**src/rtl/chooser_update_scheduler_pkg.sv**
```systemverilog
// Shared definitions for the chooser update scheduler.
// Holds the default parameter values, the scheduler state encoding and the
// saturating counter helpers used when an update is enqueued.
package chooser_update_scheduler_pkg;

   localparam int unsigned DefWidthCounter = 2;
   localparam int unsigned DefIndexBits    = 14;
   localparam int unsigned DefFifoDepth    = 4;
   localparam int unsigned DefInitValue    = 3;

   typedef enum logic {
      StInit,
      StRun
   } state_e;

   // Increment, holding at the largest value representable in 'width' bits.
   function automatic int unsigned sat_inc(int unsigned v, int unsigned width);
      int unsigned max_v;
      max_v = (32'd1 << width) - 32'd1;
      return (v >= max_v) ? max_v : v + 32'd1;
   endfunction

   // Decrement, holding at zero.
   function automatic int unsigned sat_dec(int unsigned v);
      return (v == 32'd0) ? 32'd0 : v - 32'd1;
   endfunction

endpackage

```
**src/rtl/chooser_update_scheduler_if.sv**
```systemverilog
// Bus bundle between the chooser update scheduler and its neighbours.
//   pred_*    : prediction-side read request / ready
//   chooser_* : counter returned one cycle after an accepted read
//   upd_*     : resolved-branch update request / ready
//   mem_*     : single-port chooser table (one-cycle read latency)
// The slave modport is the scheduler's view; master is the environment's.
interface chooser_update_scheduler_if
   import chooser_update_scheduler_pkg::*;
#(
   parameter int unsigned WIDTH_COUNTER = DefWidthCounter,
   parameter int unsigned INDEX_BITS    = DefIndexBits
);
   logic                     pred_valid;
   logic [INDEX_BITS-1:0]    pred_index;
   logic                     pred_ready;
   logic                     chooser_valid;
   logic [WIDTH_COUNTER-1:0] chooser_out;
   logic                     upd_valid;
   logic [INDEX_BITS-1:0]    upd_index;
   logic [WIDTH_COUNTER-1:0] upd_counter;
   logic                     upd_dir;
   logic                     upd_batage;
   logic                     upd_bfnp;
   logic                     upd_ready;
   logic                     mem_en;
   logic                     mem_we;
   logic [INDEX_BITS-1:0]    mem_addr;
   logic [WIDTH_COUNTER-1:0] mem_wdata;
   logic [WIDTH_COUNTER-1:0] mem_rdata;

   modport slave (
      input  pred_valid, pred_index, upd_valid, upd_index, upd_counter,
      input  upd_dir, upd_batage, upd_bfnp, mem_rdata,
      output pred_ready, chooser_valid, chooser_out, upd_ready,
      output mem_en, mem_we, mem_addr, mem_wdata
   );

   modport master (
      output pred_valid, pred_index, upd_valid, upd_index, upd_counter,
      output upd_dir, upd_batage, upd_bfnp, mem_rdata,
      input  pred_ready, chooser_valid, chooser_out, upd_ready,
      input  mem_en, mem_we, mem_addr, mem_wdata
   );

endinterface

```
**src/rtl/chooser_update_fifo.sv**
```systemverilog
// Pending-update queue with a bypass search.
//   push_*  : enqueue an (index, value) pair
//   pop_i   : drop the head entry (head_* shows it)
//   flush_i : clear count and pointers; wins over a same-cycle push
//   lookup_idx_i / hit_* : youngest stored entry matching the index.
// The search only sees registered contents, so a same-cycle push is never
// returned. Depth must be a power of two, at least 2.
module chooser_update_fifo
   import chooser_update_scheduler_pkg::*;
#(
   parameter int unsigned Depth        = DefFifoDepth,
   parameter int unsigned IndexBits    = DefIndexBits,
   parameter int unsigned WidthCounter = DefWidthCounter
) (
   input  logic                    clk,
   input  logic                    rst_n,
   input  logic                    flush_i,
   input  logic                    push_i,
   input  logic [IndexBits-1:0]    push_idx_i,
   input  logic [WidthCounter-1:0] push_val_i,
   input  logic                    pop_i,
   output logic [IndexBits-1:0]    head_idx_o,
   output logic [WidthCounter-1:0] head_val_o,
   output logic                    full_o,
   output logic                    empty_o,
   input  logic [IndexBits-1:0]    lookup_idx_i,
   output logic                    hit_o,
   output logic [WidthCounter-1:0] hit_val_o
);
   localparam int unsigned PtrW = $clog2(Depth);
   localparam int unsigned CntW = $clog2(Depth + 1);

   logic [IndexBits-1:0]    idx_q [Depth];
   logic [WidthCounter-1:0] val_q [Depth];
   logic [PtrW-1:0]         rd_ptr_q, wr_ptr_q;
   logic [CntW-1:0]         count_q;

   always_ff @(posedge clk or negedge rst_n) begin
      if (!rst_n) begin
         rd_ptr_q <= '0;
         wr_ptr_q <= '0;
         count_q  <= '0;
      end else if (flush_i) begin
         rd_ptr_q <= '0;
         wr_ptr_q <= '0;
         count_q  <= '0;
      end else begin
         if (push_i) wr_ptr_q <= wr_ptr_q + PtrW'(1);
         if (pop_i)  rd_ptr_q <= rd_ptr_q + PtrW'(1);
         count_q <= count_q + CntW'(push_i) - CntW'(pop_i);
      end
   end

   always_ff @(posedge clk) begin
      if (push_i && !flush_i) begin
         idx_q[wr_ptr_q] <= push_idx_i;
         val_q[wr_ptr_q] <= push_val_i;
      end
   end

   assign head_idx_o = idx_q[rd_ptr_q];
   assign head_val_o = val_q[rd_ptr_q];
   assign full_o     = (count_q == CntW'(Depth));
   assign empty_o    = (count_q == '0);

   // Walk oldest to youngest; the last match overwrites, so youngest wins.
   always_comb begin
      hit_o     = 1'b0;
      hit_val_o = '0;
      for (int unsigned k = 0; k < Depth; k++) begin
         if ((CntW'(k) < count_q) && (idx_q[rd_ptr_q + PtrW'(k)] == lookup_idx_i)) begin
            hit_o     = 1'b1;
            hit_val_o = val_q[rd_ptr_q + PtrW'(k)];
         end
      end
   end

endmodule

```
**src/rtl/chooser_update_scheduler.sv**
```systemverilog
// Chooser table port scheduler.
// After reset the table is swept with INIT_VALUE (INIT), then the single
// table port is shared between prediction reads and queued counter writes
// (RUN). Updates whose counter would not change are accepted and dropped.
//   clk, rst_n : clock, asynchronous active-low reset
//   flush_i    : discard all queued updates
//   busy_o     : high while sweeping or while updates are pending
//   bus_io     : prediction, update and table-port signals (slave view)
module chooser_update_scheduler
   import chooser_update_scheduler_pkg::*;
#(
   parameter int unsigned WIDTH_COUNTER = DefWidthCounter,
   parameter int unsigned INDEX_BITS    = DefIndexBits,
   parameter int unsigned FIFO_DEPTH    = DefFifoDepth,
   parameter int unsigned INIT_VALUE    = DefInitValue
) (
   input  logic                      clk,
   input  logic                      rst_n,
   input  logic                      flush_i,
   output logic                      busy_o,
   chooser_update_scheduler_if.slave bus_io
);
   state_e                   state_q, state_d;
   logic [INDEX_BITS-1:0]    ptr_q, ptr_d;
   logic                     cv_q;
   logic                     byp_hit_q;
   logic [WIDTH_COUNTER-1:0] byp_val_q;

   logic                     mem_en, mem_we;
   logic [INDEX_BITS-1:0]    mem_addr;
   logic [WIDTH_COUNTER-1:0] mem_wdata;
   logic                     pred_ready, upd_ready, rd_acc, pop, push;
   logic [WIDTH_COUNTER-1:0] upd_new;
   logic [INDEX_BITS-1:0]    head_idx;
   logic [WIDTH_COUNTER-1:0] head_val;
   logic                     fifo_full, fifo_empty, byp_hit;
   logic [WIDTH_COUNTER-1:0] byp_val;

   // Counter moves toward whichever sub-predictor was right when they disagree.
   always_comb begin
      upd_new = bus_io.upd_counter;
      if (bus_io.upd_batage != bus_io.upd_bfnp) begin
         if (bus_io.upd_dir == bus_io.upd_bfnp) begin
            upd_new = WIDTH_COUNTER'(sat_inc(32'(bus_io.upd_counter), WIDTH_COUNTER));
         end else begin
            upd_new = WIDTH_COUNTER'(sat_dec(32'(bus_io.upd_counter)));
         end
      end
   end

   assign push = bus_io.upd_valid && upd_ready && (upd_new != bus_io.upd_counter);

   always_comb begin
      state_d    = state_q;
      ptr_d      = ptr_q;
      mem_en     = 1'b0;
      mem_we     = 1'b0;
      mem_addr   = ptr_q;
      mem_wdata  = head_val;
      pred_ready = 1'b0;
      upd_ready  = 1'b0;
      rd_acc     = 1'b0;
      pop        = 1'b0;
      case (state_q)
         StInit: begin
            mem_en    = 1'b1;
            mem_we    = 1'b1;
            mem_wdata = WIDTH_COUNTER'(INIT_VALUE);
            ptr_d     = ptr_q + INDEX_BITS'(1);
            if (ptr_q == '1) state_d = StRun;
         end
         StRun: begin
            pred_ready = !fifo_full;
            upd_ready  = !fifo_full;
            // A full queue must drain before reads; otherwise reads go first.
            if (fifo_full || (!bus_io.pred_valid && !fifo_empty)) begin
               mem_en   = 1'b1;
               mem_we   = 1'b1;
               mem_addr = head_idx;
               pop      = 1'b1;
            end else if (bus_io.pred_valid) begin
               mem_en   = 1'b1;
               mem_addr = bus_io.pred_index;
               rd_acc   = 1'b1;
            end
         end
         default: state_d = StInit;
      endcase
   end

   always_ff @(posedge clk or negedge rst_n) begin
      if (!rst_n) begin
         state_q   <= StInit;
         ptr_q     <= '0;
         cv_q      <= 1'b0;
         byp_hit_q <= 1'b0;
         byp_val_q <= '0;
      end else begin
         state_q   <= state_d;
         ptr_q     <= ptr_d;
         cv_q      <= rd_acc;
         byp_hit_q <= rd_acc && byp_hit;
         byp_val_q <= byp_val;
      end
   end

   chooser_update_fifo #(
      .Depth        (FIFO_DEPTH),
      .IndexBits    (INDEX_BITS),
      .WidthCounter (WIDTH_COUNTER)
   ) u_fifo (
      .clk          (clk),
      .rst_n        (rst_n),
      .flush_i      (flush_i),
      .push_i       (push),
      .push_idx_i   (bus_io.upd_index),
      .push_val_i   (upd_new),
      .pop_i        (pop),
      .head_idx_o   (head_idx),
      .head_val_o   (head_val),
      .full_o       (fifo_full),
      .empty_o      (fifo_empty),
      .lookup_idx_i (bus_io.pred_index),
      .hit_o        (byp_hit),
      .hit_val_o    (byp_val)
   );

   // The sweep state would otherwise drive the port while reset is held.
   assign bus_io.mem_en        = mem_en & rst_n;
   assign bus_io.mem_we        = mem_we & rst_n;
   assign bus_io.mem_addr      = mem_addr;
   assign bus_io.mem_wdata     = mem_wdata;
   assign bus_io.pred_ready    = pred_ready;
   assign bus_io.upd_ready     = upd_ready;
   assign bus_io.chooser_valid = cv_q;
   assign bus_io.chooser_out   = !cv_q ? '0 : (byp_hit_q ? byp_val_q : bus_io.mem_rdata);
   assign busy_o               = (state_q == StInit) || !fifo_empty;

endmodule

```
**src/flat_wrapper.sv**
```systemverilog
// flat-port wrapper written by rule: the top's interface ports become plain ports
module chooser_update_scheduler_flat import chooser_update_scheduler_pkg::*;
#(
   parameter int unsigned WIDTH_COUNTER = DefWidthCounter,
   parameter int unsigned INDEX_BITS    = DefIndexBits,
   parameter int unsigned FIFO_DEPTH    = DefFifoDepth,
   parameter int unsigned INIT_VALUE    = DefInitValue
)
  (clk, rst_n, flush_i, busy_o, bus_io_pred_valid, bus_io_pred_index, bus_io_upd_valid, bus_io_upd_index, bus_io_upd_counter, bus_io_upd_dir, bus_io_upd_batage, bus_io_upd_bfnp, bus_io_mem_rdata, bus_io_pred_ready, bus_io_chooser_valid, bus_io_chooser_out, bus_io_upd_ready, bus_io_mem_en, bus_io_mem_we, bus_io_mem_addr, bus_io_mem_wdata);
  chooser_update_scheduler_if #(.WIDTH_COUNTER(WIDTH_COUNTER), .INDEX_BITS(INDEX_BITS)) bus_io_i ();
  input  logic clk;
  input  logic rst_n;
  input  logic flush_i;
  output logic busy_o;
  input wire logic [$bits(bus_io_i.pred_valid)-1:0] bus_io_pred_valid;
  input wire logic [$bits(bus_io_i.pred_index)-1:0] bus_io_pred_index;
  input wire logic [$bits(bus_io_i.upd_valid)-1:0] bus_io_upd_valid;
  input wire logic [$bits(bus_io_i.upd_index)-1:0] bus_io_upd_index;
  input wire logic [$bits(bus_io_i.upd_counter)-1:0] bus_io_upd_counter;
  input wire logic [$bits(bus_io_i.upd_dir)-1:0] bus_io_upd_dir;
  input wire logic [$bits(bus_io_i.upd_batage)-1:0] bus_io_upd_batage;
  input wire logic [$bits(bus_io_i.upd_bfnp)-1:0] bus_io_upd_bfnp;
  input wire logic [$bits(bus_io_i.mem_rdata)-1:0] bus_io_mem_rdata;
  output wire logic [$bits(bus_io_i.pred_ready)-1:0] bus_io_pred_ready;
  output wire logic [$bits(bus_io_i.chooser_valid)-1:0] bus_io_chooser_valid;
  output wire logic [$bits(bus_io_i.chooser_out)-1:0] bus_io_chooser_out;
  output wire logic [$bits(bus_io_i.upd_ready)-1:0] bus_io_upd_ready;
  output wire logic [$bits(bus_io_i.mem_en)-1:0] bus_io_mem_en;
  output wire logic [$bits(bus_io_i.mem_we)-1:0] bus_io_mem_we;
  output wire logic [$bits(bus_io_i.mem_addr)-1:0] bus_io_mem_addr;
  output wire logic [$bits(bus_io_i.mem_wdata)-1:0] bus_io_mem_wdata;
  assign bus_io_i.pred_valid = bus_io_pred_valid;
  assign bus_io_i.pred_index = bus_io_pred_index;
  assign bus_io_i.upd_valid = bus_io_upd_valid;
  assign bus_io_i.upd_index = bus_io_upd_index;
  assign bus_io_i.upd_counter = bus_io_upd_counter;
  assign bus_io_i.upd_dir = bus_io_upd_dir;
  assign bus_io_i.upd_batage = bus_io_upd_batage;
  assign bus_io_i.upd_bfnp = bus_io_upd_bfnp;
  assign bus_io_i.mem_rdata = bus_io_mem_rdata;
  assign bus_io_pred_ready = bus_io_i.pred_ready;
  assign bus_io_chooser_valid = bus_io_i.chooser_valid;
  assign bus_io_chooser_out = bus_io_i.chooser_out;
  assign bus_io_upd_ready = bus_io_i.upd_ready;
  assign bus_io_mem_en = bus_io_i.mem_en;
  assign bus_io_mem_we = bus_io_i.mem_we;
  assign bus_io_mem_addr = bus_io_i.mem_addr;
  assign bus_io_mem_wdata = bus_io_i.mem_wdata;
  chooser_update_scheduler #(.WIDTH_COUNTER(WIDTH_COUNTER), .INDEX_BITS(INDEX_BITS), .FIFO_DEPTH(FIFO_DEPTH), .INIT_VALUE(INIT_VALUE)) u_core (.clk(clk), .rst_n(rst_n), .flush_i(flush_i), .busy_o(busy_o), .bus_io(bus_io_i));
endmodule
```
**config.mk**
```make
export PLATFORM = sky130hd
export DESIGN_NAME = chooser_update_scheduler_flat
export DESIGN_NICKNAME = d
export VERILOG_FILES = /design/src/rtl/chooser_update_scheduler_pkg.sv /design/src/rtl/chooser_update_scheduler_if.sv /design/src/rtl/chooser_update_fifo.sv /design/src/rtl/chooser_update_scheduler.sv /design/src/flat_wrapper.sv
export SDC_FILE = /design/constraint.sdc
export NUM_CORES = 1
export LEC_CHECK = 0
export ABC_CLOCK_PERIOD_IN_PS = 2500
export CORE_ASPECT_RATIO = 0.5
export CORE_MARGIN = 2
export CORE_UTILIZATION = 30
export DETAILED_ROUTE_END_ITERATION = 10
export SLEW_MARGIN = 20
export SYNTH_ARGS = -nofsm -noshare
export SYNTH_HDL_FRONTEND = slang
export SYNTH_HIERARCHICAL = 1
export SYNTH_SLANG_ARGS = --single-unit
```
**constraint.sdc**
```tcl
create_clock -name clk -period 2.5 [get_ports clk]
set_input_delay 0.5 -clock clk [delete_from_list [all_inputs] [get_ports clk]]
set_output_delay 0.5 -clock clk [all_outputs]
set_load 0.005 [all_outputs]
```
Word level (Yosys, flattened, before mapping)
Memories as Yosys holds them, arrays and structs flattened.
Cells that the tools add are included.
{"block": "op_classes", "n_addsub": 9, "mul": 0, "n_div": 0, "n_lt_le_gt_ge": 5, "n_eq_ne": 9, "n_shift": 0, "mux": 36, "bitwise": 3, "reduce_logical": 19}
{"cell": "14-bit == test", "n": 4}
{"cell": "14-bit two-way mux", "n": 3}
{"cell": "2-bit two-way mux", "n": 15}
{"cell": "1-bit two-way mux", "n": 15}
{"cell": "14-bit by 1-bit adder with 14-bit output, second input constant", "n": 1}
{"cell": "14-bit == test, second input constant", "n": 1}
{"cell": "1-bit logical AND", "n": 9}
{"cell": "2-bit by 1-bit adder with 2-bit output, second input constant", "n": 3}
{"cell": "1-bit by 3-bit < comparator with 1-bit output, first input constant", "n": 2}
{"cell": "2-bit by 3-bit < comparator with 1-bit output, first input constant", "n": 2}
{"cell": "2-bit adder, second input constant", "n": 2}
{"cell": "1-bit zero test", "n": 4}
{"cell": "1-bit case mux with 2 select lines", "n": 2}
{"cell": "2-bit nonzero test", "n": 2}
{"cell": "3-bit by 1-bit adder with 3-bit output", "n": 1}
{"cell": "3-bit == test, second input constant", "n": 1}
{"cell": "3-bit zero test", "n": 1}
{"cell": "3-bit two-way mux", "n": 1}
{"cell": "3-bit by 1-bit subtractor with 3-bit output", "n": 1}
{"cell": "1-bit bitwise AND", "n": 2}
{"cell": "2-bit greater-or-equal comparator, second input constant", "n": 1}
{"cell": "2-bit zero test", "n": 1}
{"cell": "1-bit logical OR", "n": 2}
{"cell": "2-bit inequality test", "n": 1}
{"cell": "other kinds (4)", "n": 4}
{"block": "totals", "register_bits": 26, "latch_bits": 0, "ramBits": 64, "rom_bits": 0, "inputBits": 40, "output_inout_bits": 24, "wordCells": 91, "n_memories": 2}
{"memory": "u_core.u_fifo.idx_q", "depth": 4, "width": 14, "rd": 4, "rd_ports_with_merged_regs": 0, "write_ports": 1, "line": "chooser_update_fifo.sv:33", "rtl": "logic [IndexBits-1:0] idx_q [Depth];"}
{"memory": "u_core.u_fifo.val_q", "depth": 4, "width": 2, "rd": 4, "rd_ports_with_merged_regs": 0, "write_ports": 1, "line": "chooser_update_fifo.sv:34", "rtl": "logic [WidthCounter-1:0] val_q [Depth];"}

Logic depth before layout (Yosys ltp)
{"block": "depth", "word_depth": 9, "mapped_depth": 12}

Cells and area by module
The synthesis kept the hierarchy.
{"mod": "chooser_update_fifo", "instances": 1, "cells_per_inst": 385, "area_per_inst_um2": 4903.5, "seq_area_each_um2": 2097.0}
{"mod": "chooser_update_scheduler", "instances": 1, "cells_per_inst": 132, "area_per_inst_um2": 1325.0, "seq_area_each_um2": 475.5}

Worst setup path before layout
No wires, ideal clock.
{"block": "synth_path", "path_type": "input -> register", "startpoint": "input bus_io_upd_bfnp", "endpoint": "memory u_core/u_fifo/idx_q[0][0] (netlist bit), enable pin", "arrival_time_ps": 2148, "t_required_ps": 2126, "path_slack_ps": -21, "path_stages": 6, "n_path_buf": 1, "cell_sequence": "clkbuf_1 xor2_1 nand3_1 a211oi_1 nor2b_1 and2_1"}
{"block": "synth_via", "elab_chain_cells": 8}
{"element": "start: declaration", "line": "flat_wrapper.sv:22", "rtl": "input wire logic [$bits(bus_io_i.upd_bfnp)-1:0] bus_io_upd_bfnp;"}
{"element": "1-bit == test", "line": "chooser_update_scheduler.sv:43", "rtl": "if (bus_io.upd_dir == bus_io.upd_bfnp) begin"}
{"element": "2-bit two-way mux", "line": "chooser_update_scheduler.sv:43"}
{"element": "2-bit two-way mux *", "line": "chooser_update_scheduler.sv:42", "rtl": "if (bus_io.upd_batage != bus_io.upd_bfnp) begin"}
{"element": "2-bit inequality test *", "line": "chooser_update_scheduler.sv:51", "rtl": "assign push = bus_io.upd_valid && upd_ready && (upd_new != bus_io.upd_counter);"}
{"element": "1-bit logical AND *", "line": "chooser_update_scheduler.sv:51"}
{"element": "net u_core.push", "line": "chooser_update_scheduler.sv:32", "rtl": "logic pred_ready, upd_ready, rd_acc, pop, push;"}
{"element": "1-bit logical AND *", "line": "chooser_update_fifo.sv:55", "rtl": "if (push_i && !flush_i) begin"}
{"element": "1-bit two-way mux *", "line": "chooser_update_fifo.sv:55"}
{"element": "1-bit two-way mux (not written as such) *", "line": "chooser_update_fifo.sv:56", "rtl": "idx_q[wr_ptr_q] <= push_idx_i;"}
{"element": "end: declaration", "line": "chooser_update_fifo.sv:33"}
Mark *: on every way through the listed nets, which the timed path passes. The rest lies on a longest branch.

Worst setup path in the final report
{"block": "layout_path", "startpoint": "register u_core.u_fifo.rd_ptr_q[1]", "endpoint": "register u_core.byp_val_q[0]"}
{"block": "layout_via", "elab_chain_cells": 7}
{"element": "start: declaration", "line": "chooser_update_fifo.sv:35", "rtl": "logic [PtrW-1:0] rd_ptr_q, wr_ptr_q;"}
{"element": "start signal: assignment", "line": "chooser_update_fifo.sv:49", "rtl": "if (pop_i) rd_ptr_q <= rd_ptr_q + PtrW'(1);"}
{"element": "2-bit by 1-bit adder with 2-bit output or memory read 4 x 14 bit (tied branches)"}
{"element": "memory read 4 x 14 bit or 14-bit == test (tied branches)"}
{"element": "14-bit == test or 1-bit logical AND (tied branches)", "line": "chooser_update_fifo.sv:71", "rtl": "if ((CntW'(k) < count_q) && (idx_q[rd_ptr_q + PtrW'(k)] == lookup_idx_i)) begin"}
{"element": "1-bit logical AND or 2-bit two-way mux (tied branches)", "line": "chooser_update_fifo.sv:71"}
{"element": "2-bit two-way mux (2 in a row)", "line": "chooser_update_fifo.sv:71"}
{"element": "2-bit two-way mux *", "line": "chooser_update_fifo.sv:71"}
{"element": "net u_core.byp_val[0]", "line": "chooser_update_scheduler.sv:37", "rtl": "logic [WIDTH_COUNTER-1:0] byp_val;"}
{"element": "end signal: assignment", "line": "chooser_update_scheduler.sv:103", "rtl": "byp_val_q <= byp_val;"}
{"element": "end: declaration", "line": "chooser_update_scheduler.sv:27", "rtl": "logic [WIDTH_COUNTER-1:0] byp_val_q;"}
Marks and branches as above.
A chain may end at the register's enable or synchronous reset.

==> summary.md <==
| Metric | Value |
|---|---|
| Status | finished with violations |
| Failing checks | setup timing |
| Share of cell area taken by muxes after synthesis | ~21% |
| Core footprint | slightly above 0.02 mm^2 |
| LEAKAGE | roughly 3.5 nW |
| Total placed instance area | around 0.0080 mm^2 |
| Number of clock sinks | 90 |
| Final hold violations | 0 |
| Global-route wire length before repair | around 30 mm |
| Leading cell types in the layout, fill and taps excluded | sky130_fd_sc_hd__buf_4 (116), sky130_fd_sc_hd__edfxtp_1 (64), sky130_fd_sc_hd__clkdlybuf4s50_1 (44) |
| Origin of the critical flop-to-flop path | u_core/u_fifo/rd_ptr_q[1] |
| Clock H-tree levels | 3 |
| Number of pins with negative max-slew slack in the final report | 0 |
| Post-synthesis xor/xnor area fraction | around a tenth |
| DR vias | 5,106 |
| Worst min-delay path startpoint | u_core/ptr_q[12] |
| Stages on the worst setup path | 9 |
| Synth cell types | 70 |
| Fraction of layout cells with a size suffix above 1 | between 40 and 50% |
| MaxCap Viol Count | 0 |
| Port Buf Inserts | 63 |
| Max Root-Sink Buffers | 2 |
| Via density per instance | 5.12 |
| Worst IR Drop VDD | about 240 uV |
| Adder-cell share of the synthesized area | 2.13% |
| Number of global-route vias before repair | around 5,200 |
| Final RePlAce weighted congestion | a little under 1 |
| Tightest Pin Transition | 0.574 ns |
| Least setup slack across all paths after layout | -0.254 ns |
| Area share of the leading cell type in the synthesized netlist | 30.9% |
| Count of TritonRoute iterations in the first routing pass | 5 |
| Setup tns final | -2.00 ns |
| Highest clock rate | around 0.36 GHz |
| Leading cell types by total area after synthesis | sky130_fd_sc_hd__edfxtp_1 (31%), sky130_fd_sc_hd__mux2i_1 (11%), sky130_fd_sc_hd__dfrtp_1 (10%), sky130_fd_sc_hd__mux4_2 (6.1%), sky130_fd_sc_hd__xnor2_1 (5.6%) |
| Critical path type | reg -> reg |
| Final HPWL from detailed placement | 13.9 mm |
| Worst-skew pair later-pin latency | ~0.36 ns |
| Chip Height | 106 um |
| Total of hold buffers inserted after clock tree synthesis | 0 |
| Clock tree from TritonCTS | yes |
| Final design area excluding fillers | ~0.0093 mm^2 |
| Cell count after synthesis | between 500 and 600 |
| Initial core utilization | between 30% and 40% |
| Hold Path Class | reg -> reg |
| Crit-path max FO | 8 |
| Critical path startpoint | u_core/u_fifo/rd_ptr_q[1] |
| Starting DRT DRC Count | about 350 |
| Data arrival at the endpoint of the critical path | roughly 3 ns |
| Simple logic cell fraction of the synthesized area | 11.1% |
| Row count | 37 |
| Main combinational cell family by area after synthesis | multiplexers |
| Initial antenna violation count | 0 |
| Most common library cell in the layout ignoring fill and taps | sky130_fd_sc_hd__buf_4 |
| Register area share after synthesis | about two fifths |
| GRT overflow | 0 |
| Worst Path Buf+Inv | 2 |
| Clock slew seen by the registers of the worst setup and hold paths | about 0.070 ns |
| Sum of routed wire length over all layers | around 20 mm |
| Setup repair after global routing missed its margin | true |
| Netlist Area Pre-Place | around 0.0062 mm^2 |
| Average detailed-routed wire length per instance | about 20 um |
| Post-synth net total | around 570 |
| Ordered cell list for the critical path | buf_6 -> buf_16 -> mux2i_1 -> o22ai_2 -> nor3_1 -> a211oi_1 -> or4_4 -> o21a_1 -> a32o_2 |
| Capturing point of the worst reg2reg path | u_core/byp_val_q[0] |
| Ant. Diodes | 0 |
| Number of cells on the worst reg-to-reg path | 9 |
| Post-synth EDFFs | 64 |
| Post-layout minimum cycle time | about 2.8 ns |
| Number of nets at the end of the flow | 770 |
| Final period util | 110% |
| Mean cell area of the mapped netlist | around 12 um^2 |
| Async SR Flop Fraction | 28.9% |
| Compound-cell area share of the yosys netlist | between 10% and 20% |
| Setup slack on the worst flop-to-flop path | -0.25 ns |
| TritonCTS buffer count | 9 |
| Worst setup path endpoint | u_core/byp_val_q[0] |
| Setup clock skew after layout | 0.00743 ns |
| Count of unresolved DRC violations after routing | 0 |
| Delay of the slowest cell on the worst path | between 0.5 and 0.6 ns |
| Largest net degree at the start of global routing | 27 |
| Most frequently used flop master after synthesis | sky130_fd_sc_hd__edfxtp_1 |
| Final count of negative-setup-slack endpoints | 17 |
| Headroom to the max-slew limit | 61.2% |
| Top cell type by total area after synthesis | sky130_fd_sc_hd__edfxtp_1 |
| Area growth from synthesis to final layout | 49.9% |
| Slowest stage cell, crit path | sky130_fd_sc_hd__dfrtp_4 |
| Clock root buffer | sky130_fd_sc_hd__clkbuf_16 |
| Number of I/O pins | 64 |
| Post-synthesis sequential element count | 90 |
| Required time at the endpoint of the critical path | approximately 2.7 ns |
| Number of routed nets with antenna violations | 0 |
| CP top delay family | compound AO/OA/AOI/OAI gates |
| Total Routing Usage GR | between 10% and 20% |
| Power density of the placed cells | roughly 340 mW/mm^2 |
| Width of the chip | 208 um |
| Crit path launch type | register |
| Floorplan die area | around 0.022 mm^2 |
| Final core utilization | between 40 and 50% |
| Sort of element at the end of the critical path | register |
| Synth warn | 6 |
worst min path at each step:
stage               depth (start not counted)  slack (ns)                     endpoint
floorplan                                   0        0.20  u_core/bus_io.chooser_valid
global placement                            1        0.53              u_core/ptr_q[9]
detailed placement                          1        0.53             u_core/ptr_q[13]
CTS                                         1        0.54             u_core/ptr_q[13]
global route                                1        0.56             u_core/ptr_q[12]
finish                                      1        0.54             u_core/ptr_q[12]
state kept, by name, summed over array words and instances, names as in the netlist:
signal	cells
u_core/byp_val_q	2
u_core/ptr_q	14
u_core/u_fifo/wr_ptr_q	2
u_core/bus_io.chooser_valid	1
u_core/byp_hit_q	1
u_core/u_fifo/count_q	3
u_core/u_fifo/rd_ptr_q	2
u_core/u_fifo/idx_q	56
u_core/u_fifo/val_q	8
u_core/state_q	1
synth_stat cells (4+ instances only):
| cell | count |
|---|---|
| sky130_fd_sc_hd__mux2_2 | 5 |
| sky130_fd_sc_hd__nor2_1 | 20 |
| sky130_fd_sc_hd__a21oi_1 | 9 |
| sky130_fd_sc_hd__xor2_1 | 32 |
| sky130_fd_sc_hd__mux2i_1 | 71 |
| sky130_fd_sc_hd__and2_1 | 19 |
| sky130_fd_sc_hd__mux4_1 | 5 |
| sky130_fd_sc_hd__buf_4 | 6 |
| sky130_fd_sc_hd__nor2b_1 | 8 |
| sky130_fd_sc_hd__a221o_1 | 15 |
| sky130_fd_sc_hd__o21ai_0 | 14 |
| sky130_fd_sc_hd__nand2_1 | 22 |
| sky130_fd_sc_hd__dfrtp_1 | 26 |
| sky130_fd_sc_hd__buf_1 | 4 |
| sky130_fd_sc_hd__nor4_1 | 4 |
| sky130_fd_sc_hd__nor3_1 | 6 |
| sky130_fd_sc_hd__nand4_1 | 9 |
| sky130_fd_sc_hd__edfxtp_1 | 64 |
| sky130_fd_sc_hd__ha_1 | 9 |
| sky130_fd_sc_hd__inv_1 | 13 |
| sky130_fd_sc_hd__o21a_1 | 4 |
| sky130_fd_sc_hd__mux4_2 | 17 |
| sky130_fd_sc_hd__buf_2 | 9 |
| sky130_fd_sc_hd__nand3_1 | 8 |
| sky130_fd_sc_hd__buf_6 | 6 |
| sky130_fd_sc_hd__clkbuf_1 | 8 |
| sky130_fd_sc_hd__xnor2_1 | 40 |
per-stage QoR:
stage                     total power, W  setup slack [ns]  instances  hold WS (ns)
after floorplan                  0.00172             0.101        517         0.204
after global placement           0.00189            -0.241        932         0.529
after detailed placement         0.00189            -0.231        932         0.528
after CTS                        0.00323            -0.228        989         0.540
after global routing             0.00332            -0.305        998         0.560
final                            0.00321            -0.254        998         0.538
routing by layer:
metal / wire, um / up-vias / track usage (%)
met4: 597 / 0 / 6.79
met5: 0 / - / 0
li1: - / 2359 / -
met2: 9110 / 170 / 29.3
met3: 1070 / 40 / 4.17
met1: 8840 / 2537 / 23.6
final cells by class:
cell class                      instances  area (um^2)
Timing Repair Buffer                  227         2210
Clock inverter                          7         65.1
Multi-Input combinational cell        378         3860
Sequential cell                        90         2580
Tap cell                              273          342
Inverter                               14         55.1
Clock buffer                            9          225
Fill cell                            1842        11100
cells by family (layout without fill, tap and decap cells):
family | after synthesis | in the layout
and+or+nand+nor | 118 | 118
muxes | 99 | 99
DFF | 90 | 90
AOI/OAI and AO/OA | 79 | 79
xor gates and xnor gates | 72 | 72
buffers and inverters | 49 | 257
adders and majority gates | 10 | 10
where the power goes:
group / leakage, nW / switching, W / internal, W / total (W)
clock network: 0.141 / 0.000639 / 0.000702 / 0.00134
registers: 0.919 / 0.00000000000000000363 / 0.00160 / 0.00160
logic: 2.41 / 0.000127 / 0.000138 / 0.000265
repair_timing:
action / 4_1_cts / 5_1_grt
resized for setup: 166 / 44
endpoints found under the setup margin: 20 / 86
buffers inserted: 42 / 16
pin swaps: 32 / 20
gates cloned: 6 / 0
Power figures use the tool's default switching activity.
==> variant, RTL diff (same flow settings) <==
Reset style: synchronous (`rst_n`), changed in 2 clocked blocks. Comments in the files are not updated.
--- a/src/rtl/chooser_update_fifo.sv
+++ b/src/rtl/chooser_update_fifo.sv
@@ -37,3 +37,3 @@
 
-   always_ff @(posedge clk or negedge rst_n) begin
+   always_ff @(posedge clk) begin
       if (!rst_n) begin
--- a/src/rtl/chooser_update_scheduler.sv
+++ b/src/rtl/chooser_update_scheduler.sv
@@ -90,3 +90,3 @@
 
-   always_ff @(posedge clk or negedge rst_n) begin
+   always_ff @(posedge clk) begin
       if (!rst_n) begin
Behaviour: differs if rst_n is asserted again (counterexample within 4 cycles, from zero or initial values and one cycle with rst_n low); with rst_n held inactive, the same outputs for 10 cycles.
==> variant against the original RTL <==
  * Area after synthesis down 0.62%
  * Total power up 1.8%
  * Routed wire length down 4.1%
  * Sequential cell count up 2
  * Worst setup slack worse by 0.048 ns
  * Die area down 0.60%
  * Critical path depth up 4
  * Cell area down 7.0%
  * The run still ends with setup timing left
==> variant: results (changes against the original RTL) <==
grt met2 use = 28.1% (-1.1 points)
compound-cell area share of the yosys netlist = 9.99% (-0.14 points)
failing checks = setup timing
Slew HR = 67.1% (+5.9 points)
Worst Path Max Fanout = 18 (+10)
PostCTS Resize Cnt = 118 (-29%)
DR iter-0 viols = 477 (+38%)
final setup margin = -0.302 ns (-0.0478 ns)
first-pass GRT wire length = 29.1 mm (-2.9%)
nets = 766 (-0.52%)
largest cells by area after synthesis = edfxtp_1 31%, mux4_2 11%, dfxtp_1 9.1%
Overall Global Routing Usage = 17.3% (-0.74 points)
via count of the first global-routing pass = 5124 (-2.0%)
router iterations before antenna repair = 7 (+2)
Global Route met3 Usage = 3.61% (-0.57 points)
Post-synth ARST share = 0% (-29 points)
Cells after DPL = 941 (+0.97%)
VDD IR-drop max = 284 uV (+17%)
met2 wire len = 8.74 mm (-4.1%)
dpl ws = -0.633 ns (-0.403 ns)
syn avg cell area = 11.5 um2 (-4.3%)
reg2reg start = u_core/u_fifo/rd_ptr_q[0]
commonest cells in the netlist = 64 x edfxtp_1, 53 x xnor2_1, 52 x mux2i_1
Comb power frac = 8.6% (+0.3 points)
P_sw = 0.000783 W (+2.3%)
status = complete, but fails checks
initial antenna violation count = 1 (+1)
share of cells above drive strength 1 = 35.8% (-6.4 points)
drt total wl = 18.8 mm (-4.1%)
Fin Setup TNS = -2.02 ns (-0.0134 ns)
P_leak = 3.15 nW (-9.4%)
CP Data Arrival Time = 3.05 ns (+0.05 ns)
H-tree levels = 3 (unchanged)
Vias/cell = 5.19 (+1.4%)
PD cells = 376 nW/um2 (+9.5%)
Setup Buffers After CTS = 36 (-14%)
Metal-1 WL = 8.64 mm (-2.3%)
Clock Skews = 0.00594 ns (-0.00149 ns)
family with the most delay on the worst path = simple AND/OR/NAND/NOR gates
Slowest-stage cell, CP = or3_4
min-delay src = u_core/ptr_q[10]
Worst path max stage delay = 0.41 ns (-0.16 ns)
Adder-Cell Fraction of Synth Area = 2.14% (+0.013 points)
met1 global-route usage = 23.4% (-0.17 points)
Clk network pwr share = 41.3% (-0.5 points)
final setup fails = 14 (-3)
mux contribution to synthesized area = 19.9% (-0.92 points)
pin count of the biggest net entering global routing = 21 (-22%)
Post-Synth XOR/XNOR Area = 10.9% (+0.77 points)
RePlAce Congestion = 0.919 (-4.9%)
post-synthesis sequential area ratio = 40.1% (-1.2 points)
Synth Net Count = 587 (+3.5%)
top sig layer = met5
placed inst area = 7890 um2 (-1.3%)
[variant: cell count changes after synthesis, sizes merged, moves of 5 or more]
| cell | delta |
|---|---|
| a211oi | +8 |
| a222oi | +14 |
| dfrtp | -26 |
| dfxtp | +28 |
| inv | +16 |
| xor2 | -8 |
| xnor2 | +13 |
| mux2i | -19 |
| nor2b | +5 |
| a221o | -15 |
| nand2 | -5 |
| nor3 | +6 |
| clkbuf | +7 |
| mux4 | +7 |
[variant: final timing paths]
check | to | slack, ns | depth (start not counted)
setup reg to reg | u_core/byp_val_q[1] | -0.30 | 13
hold / removal | u_core/ptr_q[10] | 0.54 | 2
hold reg to reg | u_core/ptr_q[10] | 0.54 | 2
setup / recovery | u_core/byp_val_q[1] | -0.30 | 13
[variant: layout make-up]
class | count | area, um2
clock buffer | 9 | 225
clock inverter | 7 | 66.3
fill | 1905 | 11700
inverter | 30 | 115
multi-input combinational | 375 | 3530
sequential | 92 | 2500
tap | 273 | 342
timing repair buffer | 208 | 1910
